===== src/rtl/uart_tx_fifo.sv =====
// Buffered 8N1 UART transmitter: valid/ready byte intake into a small FIFO,
// serialised LSB-first on UART_TX with zero-gap back-to-back frames.
module uart_tx_fifo #(
  parameter int CLK_FREQ   = 12000000,
  parameter int BAUD       = 115200,
  parameter int FIFO_DEPTH = 4
) (
  input  logic                         clk,
  input  logic                         rst,
  input  logic [7:0]                   data_in,
  input  logic                         data_valid,
  output logic                         data_ready,
  output logic                         UART_TX,
  output logic                         busy,
  output logic [$clog2(FIFO_DEPTH):0]  fifo_count
);

  localparam int CLKS_PER_BIT = (CLK_FREQ + BAUD / 2) / BAUD;
  localparam int BAUD_W       = $clog2(CLKS_PER_BIT);
  localparam int PTR_W        = $clog2(FIFO_DEPTH);
  localparam int CNT_W        = PTR_W + 1;
  localparam logic [BAUD_W-1:0] BAUD_LAST = BAUD_W'(CLKS_PER_BIT - 1);
  localparam logic [CNT_W-1:0]  CNT_FULL  = CNT_W'(FIFO_DEPTH);

  generate
    if (CLKS_PER_BIT < 2) begin : g_bad_baud
      $error("uart_tx_fifo: CLKS_PER_BIT must be at least 2");
    end
    if (FIFO_DEPTH < 2 || (FIFO_DEPTH & (FIFO_DEPTH - 1)) != 0) begin : g_bad_depth
      $error("uart_tx_fifo: FIFO_DEPTH must be a power of two and at least 2");
    end
  endgenerate

  typedef enum logic [1:0] {IDLE, START, DATA, STOP} state_t;

  state_t             state, state_nx;
  logic [BAUD_W-1:0]  baud_cnt, baud_nx;
  logic [2:0]         bit_idx, bit_nx;
  logic [7:0]         shift, shift_nx;
  logic [PTR_W-1:0]   wr_ptr, rd_ptr;
  logic [7:0]         mem [FIFO_DEPTH];
  logic [CNT_W-1:0]   count_nx;
  logic               push, pop;
  logic               tx_nx, busy_nx;

  // Ready comes from the registered count only, so a full FIFO refuses a
  // push even on the edge that pops.
  assign data_ready = !rst && (fifo_count < CNT_FULL);
  assign push       = data_valid && data_ready;
  assign count_nx   = fifo_count + CNT_W'(push) - CNT_W'(pop);

  always_ff @(posedge clk) begin
    if (rst) begin
      state      <= IDLE;
      baud_cnt   <= '0;
      bit_idx    <= '0;
      fifo_count <= '0;
      wr_ptr     <= '0;
      rd_ptr     <= '0;
      UART_TX    <= 1'b1;
      busy       <= 1'b0;
    end else begin
      state      <= state_nx;
      baud_cnt   <= baud_nx;
      bit_idx    <= bit_nx;
      fifo_count <= count_nx;
      if (push) wr_ptr <= wr_ptr + PTR_W'(1);
      if (pop)  rd_ptr <= rd_ptr + PTR_W'(1);
      UART_TX    <= tx_nx;
      busy       <= busy_nx;
    end
  end

  always_ff @(posedge clk) begin
    shift <= shift_nx;
    if (push) mem[wr_ptr] <= data_in;
  end

  always_comb begin
    state_nx = state;
    baud_nx  = baud_cnt;
    bit_nx   = bit_idx;
    shift_nx = shift;
    pop      = 1'b0;
    unique case (state)
      IDLE: begin
        if (fifo_count != '0) begin
          pop      = 1'b1;
          shift_nx = mem[rd_ptr];
          baud_nx  = '0;
          state_nx = START;
        end
      end
      START: begin
        if (baud_cnt == BAUD_LAST) begin
          baud_nx  = '0;
          bit_nx   = '0;
          state_nx = DATA;
        end else begin
          baud_nx = baud_cnt + BAUD_W'(1);
        end
      end
      DATA: begin
        if (baud_cnt == BAUD_LAST) begin
          baud_nx  = '0;
          shift_nx = {1'b0, shift[7:1]};
          if (bit_idx == 3'd7) state_nx = STOP;
          else                 bit_nx   = bit_idx + 3'd1;
        end else begin
          baud_nx = baud_cnt + BAUD_W'(1);
        end
      end
      STOP: begin
        if (baud_cnt == BAUD_LAST) begin
          baud_nx = '0;
          // Chain straight into the next start bit to keep frames gap-free.
          if (fifo_count != '0) begin
            pop      = 1'b1;
            shift_nx = mem[rd_ptr];
            state_nx = START;
          end else begin
            state_nx = IDLE;
          end
        end else begin
          baud_nx = baud_cnt + BAUD_W'(1);
        end
      end
      default: state_nx = IDLE;
    endcase
  end

  // Line level and busy are derived from the next state and registered.
  always_comb begin
    tx_nx = 1'b1;
    case (state_nx)
      START:   tx_nx = 1'b0;
      DATA:    tx_nx = shift_nx[0];
      default: tx_nx = 1'b1;
    endcase
    busy_nx = (state_nx != IDLE) || (count_nx != '0);
  end

endmodule


===== config.mk =====
export PLATFORM = sky130hd
export DESIGN_NAME = uart_tx_fifo
export DESIGN_NICKNAME = d
export VERILOG_FILES = /design/src/rtl/uart_tx_fifo.sv
export SDC_FILE = /design/constraint.sdc
export NUM_CORES = 1
export LEC_CHECK = 0
export CAP_MARGIN = 20
export CORE_MARGIN = 10
export CORE_UTILIZATION = 43
export DETAILED_ROUTE_END_ITERATION = 8
export PLACE_DENSITY = 0.6
export SYNTH_ARGS = -nofsm -noshare
export SYNTH_HDL_FRONTEND = slang
export SYNTH_SLANG_ARGS = --single-unit

===== constraint.sdc =====
create_clock -name clk -period 4.1 [get_ports clk]
set_clock_uncertainty 0.1 [all_clocks]
set_input_delay 0.615 -clock clk [delete_from_list [all_inputs] [get_ports clk]]
set_output_delay 0.615 -clock clk [all_outputs]
set_load 0.1 [all_outputs]

==> results.txt <==
Status: completed
Met1 demand-to-capacity share in global routing: 13.3%
Launch point of the worst reg-to-reg path: baud_cnt[0]$_SDFFE_PP0P_
Switching component of the power: 0.805 mW
Capture endpoint of the worst hold path: bit_idx[2]$_SDFFE_PP0P_
Die Ht: 101 um
Source of the worst hold timing path: bit_idx[2]$_SDFFE_PP0P_
Global-route track usage on met2: 15.9%
Cell accounting for the most synthesized area: edfxtp_1
Setup bufs post-CTS: 0
Number of hold violations in the final report: 0
Synthesized area per cell: 12.7 sq um
Area growth from synthesis to final layout: 14.5%
Proportion of synthesized flip-flops having asynchronous set or reset: 0%
Cts bufs inserted: 9
Number of placed instances with taps included: 310
Total design power: 2.12 mW
Headroom to the max-slew limit: 35.0%
Synth top area cells: edfxtp_1, dfxtp_1, mux4_2
Final period demand of the worst path: 2.92 ns
Worst Hold Depth: 2
GR Util met3: 3.20%
Final global-route overflow total: 0
Layout net count: 271
Most common cell in the netlist: edfxtp_1
Required time at the worst-slack endpoint: 4.20 ns
Critical path arrival: 3.02 ns
Quantity of gates resized following cts: 0
Total inserted antenna cells: 0
Critical path capture point type: flop
End of the worst register-to-register path: busy$_SDFF_PP0_
Row count: 29
Routed wire length: 5010 um
Number of enable flip-flop cells after synthesis: 39
Slew at the pin closest to its max-slew limit: 0.972 ns
H-tree depth: 3
Residual DRC: 0
Synth warn: 0
Class of the most critical hold timing path: reg -> reg
Footprint of the multi-input gates: 0.00111 sq mm
Register area: 0.00165 sq mm
Most used standard cells in the synthesized netlist: edfxtp_1, dfxtp_1, nor2_1
Worst-case register-to-register setup slack: 1.18 ns
Total of flip-flops plus latches after synthesis: 63
Clk buf depth: 2
Final Worst Setup Slack: 1.18 ns
Final period utilization: 71.2%
End-of-flow core utilization: 51.0%
Cell chosen for the clock root: clkbuf_8
Post-CTS clock slew at the launch and capture registers of the worst setup and hold paths: 0.07 ns
Clock sinks: 63
Detailed Route Iter0 Violations: 63
Cell internal pwr: 1.32 mW
Non-filler cells, final: 327
Synthesized area: 0.00284 sq mm
Number of cells traversed by the worst register-to-register path: 12
Combinational power share: 35.5%
Number of max-cap violations: 0
Vias: 1755
Part of the Yosys area used for sequential elements: 58.1%
Floorplan die area: 0.0103 sq mm
Chip width: 101 um
Worst-case setup slack after placement: 0.920 ns
Synth top area share: 41.2%
Latest clock arrival within the worst-skew pair: 0.34 ns
TritonCTS clock tree: done
Num ports: 17
Aggregate global-route resource usage: 10.5%
Seq pwr share: 41.7%
Number of hold buffers added after CTS: 0
Number of global-route vias before repair: 1723
Share of cells above drive strength 1: 12.4%
Fill cell count: 568
WS Path Type: reg -> reg
Worst IR Drop VDD: 0.000288 V
Antenna violations before repair: 0
Number of cells produced by synthesis: 224
Post-route antenna net violation count: 0
Final max-slew violation count: 0
Number of setup violations in the final report: 0
Half-perimeter wire length after detailed placement: 3530 um
Nets in the synthesized netlist: 250
Wire length of the first global-routing pass: 8410 um
Mean number of vias per cell: 5.37
Maximum clock frequency: 343 MHz
Core Area: 0.00639 sq mm
Post-layout instance area: 0.00325 sq mm
Length of the first detailed-routing pass in iterations: 4
Largest net degree at the start of global routing: 19
Count of port buffers added during placement: 16
Final weighted congestion in routability-driven placement: 0.781
TNS Setup: 0 ns
Smallest hold slack: 0.359 ns
Setup repair after global routing missed its margin: false
Primary FF master, synth: edfxtp_1
Effective utilization at floorplan: 44.5%
Power density over the cells: 652 mW/mm^2
Switching portion of total power: 37.9%
Most utilized layer in the global route result: met2
Instance area at placement: 0.00307 sq mm
Share of total power in the clock network: 22.8%
Startpoint Class: flop
Routed WL per cell: 15.3 um
Number of distinct library cell variants in the gate-level netlist after synthesis: 43
Maximum fanout encountered on the critical timing path: 5
Leakage: 1.16 nW
[how the worst max path moves through the flow]
stage,slack (ns),to,startpoint,depth (start not counted)
CTS,1.19,busy$_SDFF_PP0_,baud_cnt[0]$_SDFFE_PP0P_,12
detailed placement,0.92,busy$_SDFF_PP0_,rst,12
finish,1.18,busy$_SDFF_PP0_,baud_cnt[0]$_SDFFE_PP0P_,12
global route,0.98,busy$_SDFF_PP0_,state[1]$_SDFF_PP0_,12
global placement,0.97,busy$_SDFF_PP0_,rst,12
floorplan,0.44,busy$_SDFF_PP0_,fifo_count[2]$_SDFF_PP0_,11
[cell usage in the layout, fill, tap and decap left out, drive strengths merged, types with 7 or more instances in the layout]
cell	n
clkbuf	10
ha	14
nand2	16
mux4	8
o21ai	15
inv	13
nor2	18
clkdlybuf4s50	15
dfxtp	24
edfxtp	39
mux2i	7
[power by group through the flow]
stage,logic [mW],registers (mW),clock network [mW]
after global routing,0.824,0.905,0.524
after floorplan,0.487,0.993,0
after detailed placement,0.748,0.904,0
after global placement,0.746,0.901,0
after CTS,0.753,0.889,0.497
final,0.753,0.885,0.484
[critical path: stages (launching register included)]
cell	delay (ns)
dfxtp_1	0.35
ha_1	0.26
and2_1	0.22
a31oi_1	0.30
nor3_1	0.13
ha_1	0.29
inv_1	0.05
ha_1	0.19
fa_1	0.37
xnor2_1	0.14
xnor2_1	0.14
nor3_1	0.14
a31oi_1	0.10
[cells by family after synthesis]
group / Yosys count / synth area share, %
AO/OA/AOI/OAI: 34 / 7.75
XOR/XNOR: 10 / 3.08
adder cells (fa/ha/maj): 15 / 6.87
buffers and inverters: 20 / 3.17
flip-flops: 63 / 58.1
multiplexers: 15 / 8.81
AND/OR/NAND/NOR: 67 / 12.2
[registers in the layout, summed over array words and instances, names as in the netlist, named ones only]
| name | flops |
|---|---|
| shift | 8 |
| wr_ptr | 2 |
| baud_cnt | 7 |
| mem | 32 |
| rd_ptr | 2 |
| fifo_count | 3 |
| state | 2 |
| busy | 1 |
| bit_idx | 3 |
| UART_TX | 1 |
[final cells by class]
type | count | share of cell area (%)
Clock inverter | 7 | 1.73
Inverter | 11 | 1.27
Multi-Input combinational cell | 141 | 34.0
Clock buffer | 9 | 3.81
Sequential cell | 63 | 50.7
Timing Repair Buffer | 19 | 5.46
Tap cell | 77 | 2.96
[per-layer routing]
metal,vias up,wire (um)
li1,871,-
met1,838,2420
met2,42,2290
met3,4,249
met4,0,55
met5,-,0
Power figures use the tool's default switching activity.
